**src/rtl/eth_ip_udp_tx_hdr_insert_pkg.sv**
```systemverilog
// Shared Ethernet/IPv4/UDP header layouts and constants for the TX framing path.
package eth_ip_udp_tx_hdr_insert_pkg;

    localparam int          DATA_W                   = 64;
    localparam logic [15:0] ETH_TYPE_IPV4            = 16'h0800;
    localparam logic [7:0]  IP_PROTO_UDP             = 8'd17;
    localparam int          IPV4_UDP_FRAME_HDR_BYTES = 42;
    localparam int          HDR_W                    = IPV4_UDP_FRAME_HDR_BYTES * 8;

    typedef struct packed {
        logic [47:0] dst_mac;
        logic [47:0] src_mac;
        logic [15:0] eth_type;
    } eth_hdr_t;

    typedef struct packed {
        logic [3:0]  ver;
        logic [3:0]  ihl;
        logic [7:0]  tos;
        logic [15:0] tot_len;
        logic [15:0] id;
        logic [15:0] frag;
        logic [7:0]  ttl;
        logic [7:0]  proto;
        logic [15:0] chksum;
        logic [31:0] src_ip;
        logic [31:0] dst_ip;
    } ip_pkt_hdr_t;

    typedef struct packed {
        logic [15:0] src_port;
        logic [15:0] dst_port;
        logic [15:0] length;
        logic [15:0] chksum;
    } udp_pkt_hdr_t;

    typedef struct packed {
        logic [47:0] dst_mac;
        logic [47:0] src_mac;
        logic [31:0] src_ip;
        logic [31:0] dst_ip;
        logic [15:0] src_port;
        logic [15:0] dst_port;
        logic [15:0] data_len;
        logic [15:0] id;
    } tx_meta_t;

    typedef enum logic [2:0] {
        S_IDLE,
        S_CHKSUM,
        S_HDR,
        S_MERGE,
        S_PAYLOAD,
        S_FLUSH
    } tx_state_e;

endpackage

```
**src/rtl/ip_hdr_chksum_gen.sv**
```systemverilog
// Combinational IPv4 header checksum; the incoming chksum field is ignored (treated as zero).
module ip_hdr_chksum_gen
    import eth_ip_udp_tx_hdr_insert_pkg::*;
(
    input  ip_pkt_hdr_t ip_hdr_i,
    output logic [15:0] chksum_o
);

    ip_pkt_hdr_t  hdr_zc;
    logic [159:0] hdr_bits;
    logic [19:0]  sum;
    logic [16:0]  fold1;

    always_comb begin
        hdr_zc        = ip_hdr_i;
        hdr_zc.chksum = 16'h0;
        hdr_bits      = hdr_zc;
        sum           = '0;
        for (int i = 0; i < 10; i++) begin
            sum = sum + {4'h0, hdr_bits[159-16*i -: 16]};
        end
        // Ten 16-bit words fit in 20 bits; two folds always absorb the carry.
        fold1    = {1'b0, sum[15:0]} + {13'h0, sum[19:16]};
        chksum_o = ~(fold1[15:0] + {15'h0, fold1[16]});
    end

endmodule

```
**src/rtl/eth_ip_udp_tx_hdr_insert.sv**
```systemverilog
// TX framer: prepends a 42-byte Ethernet/IPv4/UDP header to a 64-bit payload stream.
//  state   | meaning
//  IDLE    | waiting for packet metadata
//  CHKSUM  | IPv4 header checksum is computed and registered
//  HDR     | header words 0..4 (bytes 0..39) emitted
//  MERGE   | last 2 header bytes joined with the first payload word
//  PAYLOAD | payload shifted by 2 bytes through the carry register
//  FLUSH   | trailing carry bytes emitted as the final word
module eth_ip_udp_tx_hdr_insert
    import eth_ip_udp_tx_hdr_insert_pkg::*;
#(
    parameter logic [7:0]  IP_TTL     = 8'd64,
    parameter logic [15:0] IP_ID_INIT = 16'd0
) (
    input  logic              clk,
    input  logic              rst,
    input  logic              src_meta_val,
    input  logic [47:0]       src_meta_src_mac,
    input  logic [47:0]       src_meta_dst_mac,
    input  logic [31:0]       src_meta_src_ip,
    input  logic [31:0]       src_meta_dst_ip,
    input  logic [15:0]       src_meta_src_port,
    input  logic [15:0]       src_meta_dst_port,
    input  logic [15:0]       src_meta_data_len,
    output logic              src_meta_rdy,
    input  logic              src_data_val,
    input  logic [DATA_W-1:0] src_data,
    input  logic              src_data_last,
    input  logic [2:0]        src_data_padbytes,
    output logic              src_data_rdy,
    output logic              dst_val,
    output logic [DATA_W-1:0] dst_data,
    output logic              dst_last,
    output logic [2:0]        dst_padbytes,
    input  logic              dst_rdy
);

    tx_state_e   state_q, state_d;
    tx_meta_t    meta_q, meta_d;
    logic [15:0] id_q, id_d;
    logic [15:0] chksum_q, chksum_d;
    logic [2:0]  word_cnt_q, word_cnt_d;
    logic [15:0] carry_q, carry_d;
    logic [2:0]  pad_q, pad_d;

    eth_hdr_t         eth_hdr;
    ip_pkt_hdr_t      ip_hdr;
    udp_pkt_hdr_t     udp_hdr;
    logic [HDR_W-1:0] hdr_vec;
    logic [4:0][63:0] hdr_words;
    logic [15:0]      chksum_calc;
    logic [15:0]      front;

    always_comb begin
        eth_hdr.dst_mac  = meta_q.dst_mac;
        eth_hdr.src_mac  = meta_q.src_mac;
        eth_hdr.eth_type = ETH_TYPE_IPV4;
        ip_hdr.ver       = 4'd4;
        ip_hdr.ihl       = 4'd5;
        ip_hdr.tos       = 8'd0;
        ip_hdr.tot_len   = 16'd28 + meta_q.data_len;
        ip_hdr.id        = meta_q.id;
        ip_hdr.frag      = 16'h4000;
        ip_hdr.ttl       = IP_TTL;
        ip_hdr.proto     = IP_PROTO_UDP;
        ip_hdr.chksum    = chksum_q;
        ip_hdr.src_ip    = meta_q.src_ip;
        ip_hdr.dst_ip    = meta_q.dst_ip;
        udp_hdr.src_port = meta_q.src_port;
        udp_hdr.dst_port = meta_q.dst_port;
        udp_hdr.length   = 16'd8 + meta_q.data_len;
        udp_hdr.chksum   = 16'h0;
        hdr_vec          = {eth_hdr, ip_hdr, udp_hdr};
        hdr_words        = hdr_vec[HDR_W-1:16];
    end

    ip_hdr_chksum_gen u_chksum (
        .ip_hdr_i (ip_hdr),
        .chksum_o (chksum_calc)
    );

    always_comb begin
        state_d      = state_q;
        meta_d       = meta_q;
        id_d         = id_q;
        chksum_d     = chksum_q;
        word_cnt_d   = word_cnt_q;
        carry_d      = carry_q;
        pad_d        = pad_q;
        src_meta_rdy = 1'b0;
        src_data_rdy = 1'b0;
        dst_val      = 1'b0;
        dst_data     = '0;
        dst_last     = 1'b0;
        dst_padbytes = 3'd0;
        front        = (state_q == S_MERGE) ? hdr_vec[15:0] : carry_q;

        case (state_q)
            S_IDLE: begin
                src_meta_rdy = 1'b1;
                if (src_meta_val) begin
                    meta_d.dst_mac  = src_meta_dst_mac;
                    meta_d.src_mac  = src_meta_src_mac;
                    meta_d.src_ip   = src_meta_src_ip;
                    meta_d.dst_ip   = src_meta_dst_ip;
                    meta_d.src_port = src_meta_src_port;
                    meta_d.dst_port = src_meta_dst_port;
                    meta_d.data_len = src_meta_data_len;
                    meta_d.id       = id_q;
                    id_d            = id_q + 16'd1;
                    state_d         = S_CHKSUM;
                end
            end
            S_CHKSUM: begin
                chksum_d   = chksum_calc;
                word_cnt_d = 3'd0;
                state_d    = S_HDR;
            end
            S_HDR: begin
                dst_val  = 1'b1;
                dst_data = hdr_words[3'd4 - word_cnt_q];
                if (dst_rdy) begin
                    if (word_cnt_q == 3'd4) state_d = S_MERGE;
                    else                    word_cnt_d = word_cnt_q + 3'd1;
                end
            end
            S_MERGE, S_PAYLOAD: begin
                if (state_q == S_MERGE && meta_q.data_len == 16'd0) begin
                    dst_val      = 1'b1;
                    dst_data     = {hdr_vec[15:0], 48'h0};
                    dst_last     = 1'b1;
                    dst_padbytes = 3'd6;
                    if (dst_rdy) state_d = S_IDLE;
                end else begin
                    dst_val      = src_data_val;
                    src_data_rdy = dst_rdy;
                    dst_data     = {front, src_data[63:16]};
                    if (src_data_last && src_data_padbytes >= 3'd2) begin
                        dst_last     = 1'b1;
                        dst_padbytes = src_data_padbytes - 3'd2;
                    end
                    if (src_data_val && dst_rdy) begin
                        carry_d = src_data[15:0];
                        if (!src_data_last)                 state_d = S_PAYLOAD;
                        else if (src_data_padbytes >= 3'd2) state_d = S_IDLE;
                        else begin
                            pad_d   = src_data_padbytes;
                            state_d = S_FLUSH;
                        end
                    end
                end
            end
            S_FLUSH: begin
                dst_val      = 1'b1;
                dst_data     = {carry_q, 48'h0};
                dst_last     = 1'b1;
                dst_padbytes = 3'd6 + pad_q;
                if (dst_rdy) state_d = S_IDLE;
            end
            default: state_d = S_IDLE;
        endcase

        // Handshakes are held off during the reset cycle itself.
        if (rst) begin
            src_meta_rdy = 1'b0;
            src_data_rdy = 1'b0;
            dst_val      = 1'b0;
            dst_last     = 1'b0;
            dst_padbytes = 3'd0;
        end
    end

    always_ff @(posedge clk) begin
        if (rst) begin
            state_q    <= S_IDLE;
            meta_q     <= '0;
            id_q       <= IP_ID_INIT;
            chksum_q   <= '0;
            word_cnt_q <= '0;
            carry_q    <= '0;
            pad_q      <= '0;
        end else begin
            state_q    <= state_d;
            meta_q     <= meta_d;
            id_q       <= id_d;
            chksum_q   <= chksum_d;
            word_cnt_q <= word_cnt_d;
            carry_q    <= carry_d;
            pad_q      <= pad_d;
        end
    end

endmodule

```
**config.mk**
```make
export PLATFORM = sky130hd
export DESIGN_NAME = eth_ip_udp_tx_hdr_insert
export DESIGN_NICKNAME = d
export VERILOG_FILES = /design/src/rtl/eth_ip_udp_tx_hdr_insert_pkg.sv /design/src/rtl/ip_hdr_chksum_gen.sv /design/src/rtl/eth_ip_udp_tx_hdr_insert.sv
export SDC_FILE = /design/constraint.sdc
export NUM_CORES = 1
export LEC_CHECK = 0
export CAP_MARGIN = 20
export CORE_MARGIN = 4
export CORE_UTILIZATION = 56
export DETAILED_ROUTE_END_ITERATION = 12
export PLACE_DENSITY = 0.87
export SYNTH_ARGS = -nofsm -noshare
export SYNTH_HDL_FRONTEND = slang
export SYNTH_SLANG_ARGS = --single-unit
```
**constraint.sdc**
```tcl
create_clock -name clk -period 14 [get_ports clk]
set_input_delay 2.8 -clock clk [delete_from_list [all_inputs] [get_ports clk]]
set_output_delay 2.8 -clock clk [all_outputs]
set_load 0.05 [all_outputs]
```
=== Word level (Yosys, flattened, before mapping) ===
Index checks and enable logic that the tools add are counted.

* Output and inout bits: 71
* Bits in latches: 0
* RAM bits: 0
* Memory bits (read-only): 0
* Flip-flop bits (word level): 281
* Word-level logic and storage cells: 93
* Memories: 0

* Reduce and logical (&&, ||, !) cells: 13
* Order comparisons: 2
* Shift-type cells: 0
* Bitwise gates (word level): 3
* Div/mod/pow operators: 0
* $mul: 0
* $add $sub $neg: 17
* Mux-type cells: 33
* Eq/ne operators: 11

{| class="wikitable"
|+ Operator list
! kind !! number
|-
| $bmux W64 S3 || 1
|-
| $pmux W64 S3 || 1
|-
| $mux W64 || 2
|-
| $add A20 B16 Y20 || 5
|-
| $add A20 B15 Y20 const B || 2
|-
| $mux W3 || 13
|-
| $add A15 B16 Y17 const A || 1
|-
| $add A16 B4 Y17 || 1
|-
| $add A16 B1 Y16 || 1
|-
| $add A16 B1 Y16 const B || 1
|-
| $add A4 B16 Y16 const A || 1
|-
| $add A5 B16 Y16 const A || 1
|-
| $logic_not A16 Y1 || 1
|-
| $mux W16 || 1
|-
| $not A16 Y16 || 1
|-
| $pmux W3 S5 || 1
|-
| $pmux W3 S2 || 2
|-
| $mux W1 || 10
|-
| $eq A3 B3 Y1 const B || 3
|-
| $ne A2 B2 Y1 const B || 4
|-
| $eq A3 B2 Y1 const B || 2
|-
| $reduce_and A3 Y1 || 2
|-
| $reduce_and A5 Y1 || 1
|-
| $lt A3 B4 Y1 const B || 1
|-
| other kinds (15) || 20
|}

=== Longest topological paths before layout ===
Gate-level depths: netlist of the first run.

* Word-level depth: 12
* Depth in mapped cells: 44

=== Cells and area by module ===
From an unflattened synthesis of the first run, not the netlist that was laid out.

* Cell total of the unflattened synthesis: 2270
* Area total of the unflattened synthesis: 18240.0 µm²

{| class="wikitable"
|+ Modules (own cells, without submodules)
! module !! cells each !! area each (µm²) !! times used !! sequential area each (µm²)
|-
| eth_ip_udp_tx_hdr_insert || 1751 || 13347.8 || 1 || 5625.4
|-
| ip_hdr_chksum_gen || 519 || 4892.2 || 1 || 0.0
|}

=== Least setup slack after synthesis of the first run ===
OpenSTA, ideal clock, no wires.

* Path kind: flip-flop to flip-flop
* Start: register meta_q[19] (netlist bit)
* End: register chksum_q[15]
* Buffers on the path: 0
* Data required time: 13.912 ns
* Setup slack: 4.956 ns
* Clock period less this slack: 9.044 ns
* Arrival: 8.956 ns
* Setup time: 0.088 ns
* Stages on the path, launching flop included: 45
* Cells stage by stage: dfxtp_1 -> inv_1 -> ha_1 -> a21boi_0 -> nor2b_1 -> nand2_1 -> xnor2_1 -> a21o_1 -> and2_1 -> mux2i_1 -> nor2b_1 -> a21oi_1 -> xnor2_1 -> fa_1 -> inv_1 -> fa_1 -> fa_1 -> inv_1 -> [9 not listed] -> inv_1 -> fa_1 -> nor2b_1 -> o21ai_0 -> a21oi_1 -> nand4b_2 -> nor3_1 -> nand2_1 -> nor3_2 -> and3_1 -> ha_1 -> and3_1 -> nand2_1 -> or4_2 -> nor3_2 -> o211ai_2 -> a22o_1 -> nor4_2

* Word-level cells in the longest chain between the ends: 12

{| class="wikitable"
|+ RTL lines
! what !! RTL line !! source
|-
| start, declared || eth_ip_udp_tx_hdr_insert.sv:39 || <nowiki>tx_meta_t meta_q, meta_d;</nowiki>
|-
| start signal, assigned || eth_ip_udp_tx_hdr_insert.sv:184 || <nowiki>meta_q <= meta_d;</nowiki>
|-
| $add A5 B16 Y16 || eth_ip_udp_tx_hdr_insert.sv:61 || <nowiki>ip_hdr.tot_len = 16'd28 + meta_q.data_len;</nowiki>
|-
| $add A15 B16 Y17 || ip_hdr_chksum_gen.sv:20 || <nowiki>sum = sum + {4'h0, hdr_bits[159-16*i -: 16]};</nowiki>
|-
| $add A20 B16 Y20 || ip_hdr_chksum_gen.sv:20 ||
|-
| $add A20 B15 Y20 (2 in series) || ip_hdr_chksum_gen.sv:20 ||
|-
| $add A20 B16 Y20 (4 in series) || ip_hdr_chksum_gen.sv:20 ||
|-
| $add A16 B4 Y17 || ip_hdr_chksum_gen.sv:23 || <nowiki>fold1 = {1'b0, sum[15:0]} + {13'h0, sum[19:16]};</nowiki>
|-
| $add A16 B1 Y16 || ip_hdr_chksum_gen.sv:24 || <nowiki>chksum_o = ~(fold1[15:0] + {15'h0, fold1[16]});</nowiki>
|-
| $not A16 Y16 || ip_hdr_chksum_gen.sv:24 ||
|-
| end signal, assigned || eth_ip_udp_tx_hdr_insert.sv:186 || <nowiki>chksum_q <= chksum_d;</nowiki>
|-
| end, declared || eth_ip_udp_tx_hdr_insert.sv:41 || <nowiki>logic [15:0] chksum_q, chksum_d;</nowiki>
|}

No other way between the ends.
A chain may end at the register's enable or synchronous reset.

=== Final worst setup path of the first run ===
* Start: register meta_q[20] (netlist bit)
* End: register chksum_q[15]

The elaborated chain is that of the path after synthesis.

==> results of run 1 <==
[per-layer routing]
layer	vias to the layer above	share of wire, %	global-route usage [%]
met2	978	46	57.0
met3	194	10	7.70
li1	7597	-	-
met4	6	5.5	15.7
met1	7673	38	44.4
met5	-	0.082	0
[registers in the layout (all words and copies together) (netlist names)]
signal,flops
pad_q,3
chksum_q,16
meta_q,16
eth_hdr,96
hdr_vec,112
id_q,16
word_cnt_q,3
carry_q,16
state_q,3
[synth_stat cells, drive strengths merged (6+ instances only)]
cell type / number
dfxtp: 281
buf: 17
nand2b: 6
a221oi: 16
inv: 97
ha: 53
or3: 7
a22o: 25
nor2: 90
nor2b: 10
nand4: 10
a211oi: 13
clkbuf: 129
and3: 17
xor2: 29
a21o: 27
nand3: 25
a21oi: 320
nor4: 7
mux4: 13
o21ai: 78
mux2i: 55
nand2: 576
nor3: 17
xnor2: 51
fa: 63
[worst paths after layout]
check,startpoint,endpoint,slack [ps]
setup / recovery,meta_q[20]$_SDFFE_PP0P_,chksum_q[15]$_SDFFE_PP0P_,3900
hold / removal,eth_hdr[75]$_SDFFE_PP0P_,eth_hdr[75]$_SDFFE_PP0P_,460
setup reg to reg,meta_q[20]$_SDFFE_PP0P_,chksum_q[15]$_SDFFE_PP0P_,3900
hold reg to reg,eth_hdr[75]$_SDFFE_PP0P_,eth_hdr[75]$_SDFFE_PP0P_,460
[final cells by class]
type / count / area [µm²] / share of cell area [%]
diodes: 6 / 15.0 / 0.0708
clock buffers: 42 / 856 / 4.04
clock inverters: 14 / 214 / 1.01
inverters: 97 / 364 / 1.72
multi-input cells: 1585 / 9970 / 47.0
flip-flops and latches: 281 / 5630 / 26.5
well taps: 384 / 480 / 2.27
repair buffers: 368 / 3680 / 17.3
[metrics by stage]
| step | power (µW) | utilization (%) | hold slack, ps | instance area [µm²] |
|---|---|---|---|---|
| detailed placement | 2850 | 69.6 | 446 | 20100 |
| global route | 3930 | 73.5 | 472 | 21200 |
| finish | 3740 | 73.5 | 455 | 21200 |
| global placement | 2830 | 69.6 | 441 | 20100 |
| CTS | 3720 | 73.3 | 455 | 21200 |
| floorplan | 2260 | - | 429 | 16500 |
[power by group through the flow]
| stage | clock network, µW | logic (µW) | registers [µW] |
|---|---|---|---|
| floorplan | 0 | 1310 | 950 |
| global placement | 0 | 1830 | 1000 |
| detailed placement | 0 | 1840 | 1010 |
| CTS | 863 | 1860 | 993 |
| global route | 894 | 2040 | 1000 |
| finish | 861 | 1880 | 997 |
[critical path: cells and delay by family, from the launching register on]
kind,cells,cell delay [ps]
and+or+nand+nor,17,3290
AOI/OAI and AO/OA,11,2390
buffers and inverters,3,190
DFF,1,460
xor gates and xnor gates,3,480
adders and majority gates,9,3200
[cells by family after synthesis]
logic type	count (synthesis)	share of synthesized area [%]
AOI/OAI and AO/OA	529	18.8
xor gates and xnor gates	81	4.44
adders and majority gates	116	11.7
buffers and inverters	243	5.67
DFF	281	34.1
muxes	68	5.11
and+or+nand+nor	791	20.2
==> metrics, run 1 <==
worst-case vdd ir drop 0.119 mV; critical path startpoint category flip-flop; worst-path cell with the longest stage delay or4_2; initial antenna violation count 8; Placed Cells 2713; sum of negative setup slack 0 ps; ratio of total power to cell area 176 mW/mm²; RSZ-0062 raised after global routing false; Post-synth EDFFs 0; cell accounting for the most synthesized area dfxtp_1; required time at the worst-slack endpoint 14480 ps; gate count after technology mapping 2109; cell types with the largest area share after synthesis dfxtp_1 (34%), nand2_1 (13%), a21oi_1 (9.6%); effective utilization at floorplan 57.2%; sum of overflow across all layers after global routing 0; combined global-route utilization of all metal layers 34.9%; Crit Path Class reg2reg; Leak 0.00824 µW; Avg WL per Cell 21.4 µm; share of synthesized area occupied by flip-flops and latches 34.1%; Worst Slack Setup Final 3900 ps; warnings from Yosys 0; placeable core region 0.0289 mm²; Root Buffer clkbuf_16; std cell rows 62; count of non-filler cells in the finished layout 2777; number of flip-flops and latches in the synthesized netlist 281; number of cells on the worst reg-to-reg path 43; vias per inst 5.92; Max clock buf depth 3; starting DRC count in detailed routing 1938; number of fill cells in the layout 2169; final hold violation count 0; net count after synthesis 2506; Detail Placement HPWL 44100 µm; worst slack at placement 4010 ps; number of vias after detailed routing 16.4k; Hold WC Path Type reg2reg; tightest slew margin relative to the limit 22.6%; number of library cell types mapped by synthesis 80; PostCTS Resize Cnt 0; syn_area_per_cell 7.82 µm²; cell internal power dissipation 2120 µW; last weighted congestion value of the routability-driven placer 0.961; number of I/O pins 352; proportion of synthesized flip-flops having asynchronous set or reset 0%; Final Routed Wirelength 59400 µm; fraction of synthesized cell area taken by the top area cell type 34.1%; Fmax achieved 0.0990 GHz; clock latency on the worst-skew pair 580 ps; Max stage delay on crit path 590 ps; Detail Route Antenna Nets 0; via count of the first global-routing pass 16.1k; endpoint class of the critical path flip-flop; endpoints failing setup 0; remaining design rule violation count 0; Combinational Power Share 50.3%; clock transition at the registers of the reported paths 60 ps; H-tree depth reported by CTS 1; actual transition at the worst max-transition pin 1160 ps; die footprint 0.0323 mm²; number of instances on the worst hold path 2; main flop type after synthesis dfxtp_1; dominant cell type by count on the critical path ha_1; Critical Path Fanout Max 7; number of hold buffers added after CTS 0; most frequent cells in the layout nand2_1 (576), clkdlybuf4s50_1 (350), a21oi_1 (317); post-CTS repair timing setup buffer count 0; fin. max-slew vios 0; synth-to-layout area growth 28.5%; count of input and output buffers 351; post-route fraction of the period consumed by the critical path 72.2%; Final Net Count 2760; clock group share of total power 23.0%; switch share 43.2%; total clock buffers created by CTS 30; max cap viols 0; run status completed; number of iterations in the first detailed-routing pass 6; most common cell after layout, fill and taps aside nand2_1; switching power 1620 µW; share of final-layout standard cells stronger than drive strength 1 4.99%; Worst Skew 17.2 ps; count of clock tree sinks 281; wire length of the first global-routing pass 90800 µm; clock tree from TritonCTS yes; floorplan die height 180 µm; Final min period 10100 ps; horizontal die dimension 180 µm; CP arrival 10580 ps; combined area of all synthesized cells 0.0165 mm²; share of power burned in registers 26.7%; largest net degree at the start of global routing 193
(Power assumes the default switching activity.)
==> run 2: changes to the inputs <==
Settings changed: CORE_UTILIZATION 56 to 52, PLACE_DENSITY 0.87 to 0.81.
Clock period 14 ns to 10.4 ns, I/O delays scaled along.
==> run 2 against run 1 <==
  * Die area rose by 7.3%
  * Clock skew rose by 3.6 ps
  * Non-clock buffer count rose by 5
  * Core utilization fell by 4.8 points
  * Combinational power rose by 35%
  * Clock power rose by 25%
  * Hold slack barely moved
  * Sequential cell count did not move
  * Clock-buffer cell count rose by 3
  * Via count fell by 2.1%
  * Sequential power rose by 33%
  * Critical path depth rose by 1
  * Critical path type unchanged
  * Largest cell class unchanged
  * Largest power group unchanged
  * Highest routed layer unchanged
==> metrics, run 2 (same netlist as run 1, synthesis figures left out) <==
run status completed; origin of the worst setup path meta_q[19]$_SDFFE_PP0P_; number of hold buffers added after CTS 0; clock tree from TritonCTS yes; Max clock buf depth 3; remaining design rule violation count 0; switching power 2170 µW; sum of buffers and inverters on the critical path 5; Final min period 9760 ps; Critical Path Fanout Max 6; last weighted congestion value of the routability-driven placer 0.981; category of cells accounting for the largest share of critical-path delay adder cells; Detail Route Antenna Nets 0; startpoint of the lowest-slack register-to-register path meta_q[19]$_SDFFE_PP0P_; endpoint class of the critical path flip-flop; Placed Cells 2729; Combinational Power Share 51.1%; worst-case vdd ir drop 0.144 mV; ratio of total power to cell area 233 mW/mm²; via count of the first global-routing pass 15.3k; worst-path cell with the longest stage delay or4_2; final hold violation count 0; number of instances on the worst hold path 2; sum of met3 wire segment lengths after detailed routing 5030 µm; DRT met1 WL 23800 µm; Leak 0.00825 µW; floorplan die height 186 µm; Crit Path Class reg2reg; count of clock tree sinks 281; wire length of the first global-routing pass 86900 µm; max cap viols 0; most frequent cells in the layout nand2_1 (576), clkdlybuf4s50_1 (350), a21oi_1 (317); clock group share of total power 21.9%; most common cell after layout, fill and taps aside nand2_1; cell internal power dissipation 2780 µW; Final Net Count 2766; starting DRC count in detailed routing 1496; met2 wirelength from detailed routing 27500 µm; CP arrival 10250 ps; count of non-filler cells in the finished layout 2793; sum of negative setup slack 0 ps; combined global-route utilization of all metal layers 32.4%; Fmax achieved 0.102 GHz; H-tree depth reported by CTS 1; tightest slew margin relative to the limit 30.4%; initial antenna violation count 5; effective utilization at floorplan 53.4%; share of power burned in registers 26.9%; endpoints failing setup 0; largest net degree at the start of global routing 187; terminating pin of the worst hold path eth_hdr[46]$_SDFFE_PP0P_; vias per inst 5.77; uppermost layer routed met5; clock latency on the worst-skew pair 580 ps; sum of overflow across all layers after global routing 0; share of final-layout standard cells stronger than drive strength 1 5.31%; count of input and output buffers 351; Max stage delay on crit path 580 ps; synth-to-layout area growth 28.7%; register-to-register setup slack 640 ps; Avg WL per Cell 21.1 µm; number of fill cells in the layout 2489; number of iterations in the first detailed-routing pass 5; number of vias after detailed routing 16.1k; area occupied by registers 0.00563 mm²; Worst Skew 20.8 ps; post-route fraction of the period consumed by the critical path 93.8%; total clock buffers created by CTS 31; required time at the worst-slack endpoint 10900 ps; die footprint 0.0346 mm²; hold path startpoint eth_hdr[46]$_SDFFE_PP0P_; clock transition at the registers of the reported paths 70 ps; Detail Placement HPWL 45000 µm; footprint of the multi-input gates 0.0100 mm²; number of I/O pins 352; RSZ-0062 raised after global routing false; critical path startpoint category flip-flop; number of flip-flops under the largest register name 112; Hold WC Path Type reg2reg; switch share 43.8%; std cell rows 64; Reg2Reg Capture Point chksum_q[15]$_SDFFE_PP0P_; actual transition at the worst max-transition pin 1040 ps; placeable core region 0.0309 mm²; Final Routed Wirelength 58900 µm; Root Buffer clkbuf_16; horizontal die dimension 186 µm; fin. max-slew vios 0; number of cells on the worst reg-to-reg path 44
-- run 2: changes by cell type in the layout (fill, tap and decap cells not counted), sizes merged --
cell	before	now
diode	6	4
inv	98	99
clkinvlp	0	2
buf	17	22
bufinv	5	1
clkbuf	43	46
clkinv	8	7
-- run 2: area by class of cell --
cell class	count	share of cell area, %
flip-flops and latches	281	26.5
repair buffers	373	17.5
diodes	4	0.0472
clock buffers	45	4.19
inverters	97	1.72
multi-input cells	1585	47.2
clock inverters	12	0.542
well taps	396	2.33
-- run 2: how the worst max path moves through the flow --
stage / cells past startpoint / to
3_3_place_gp: 43 / chksum_q[15]$_SDFFE_PP0P_
6_report: 44 / chksum_q[15]$_SDFFE_PP0P_
5_1_grt: 44 / chksum_q[15]$_SDFFE_PP0P_
2_1_floorplan: 44 / chksum_q[15]$_SDFFE_PP0P_
3_5_place_dp: 43 / chksum_q[15]$_SDFFE_PP0P_
4_1_cts: 43 / chksum_q[15]$_SDFFE_PP0P_
-- run 2: through the flow --
| step | hold slack (ps) | setup WS, ps | instance area, µm² | power (µW) | util (%) |
|---|---|---|---|---|---|
| 2_1_floorplan | 429 | 1360 | 16500 | 3050 | - |
| 3_3_place_gp | 441 | 612 | 20100 | 3810 | 65.1 |
| 3_5_place_dp | 446 | 384 | 20100 | 3820 | 65.1 |
| 4_1_cts | 454 | 356 | 21100 | 4900 | 68.4 |
| 5_1_grt | 464 | 16.7 | 21200 | 5230 | 68.7 |
| 6_report | 455 | 643 | 21200 | 4950 | 68.7 |
-- run 2: layer usage --
| layer | GRT usage, % | up-vias |
|---|---|---|
| li1 | - | 7601 |
| met1 | 42.7 | 7593 |
| met5 | 0 | - |
| met3 | 6.45 | 135 |
| met4 | 13.0 | 4 |
| met2 | 52.5 | 776 |
-- run 2: timing repair --
item                                    CTS  global route
endpoints found under the setup margin    0             7
gates resized for setup                   0             7
buffers inserted                          0             2
-- run 2: worst min-delay path: cells and delay by family, from the launching register on --
kind / cells / cell delay, ps
compound gates: 1 / 50
simple gates: 1 / 50
flops: 1 / 310
-- run 2: power groups by stage --
stage          Sequential (µW)  Combinational, µW  Clock, µW
6_report                  1330               2530       1080
5_1_grt                   1340               2750       1140
4_1_cts                   1330               2480       1090
3_5_place_dp              1350               2470          0
3_3_place_gp              1350               2460          0
2_1_floorplan             1280               1770          0
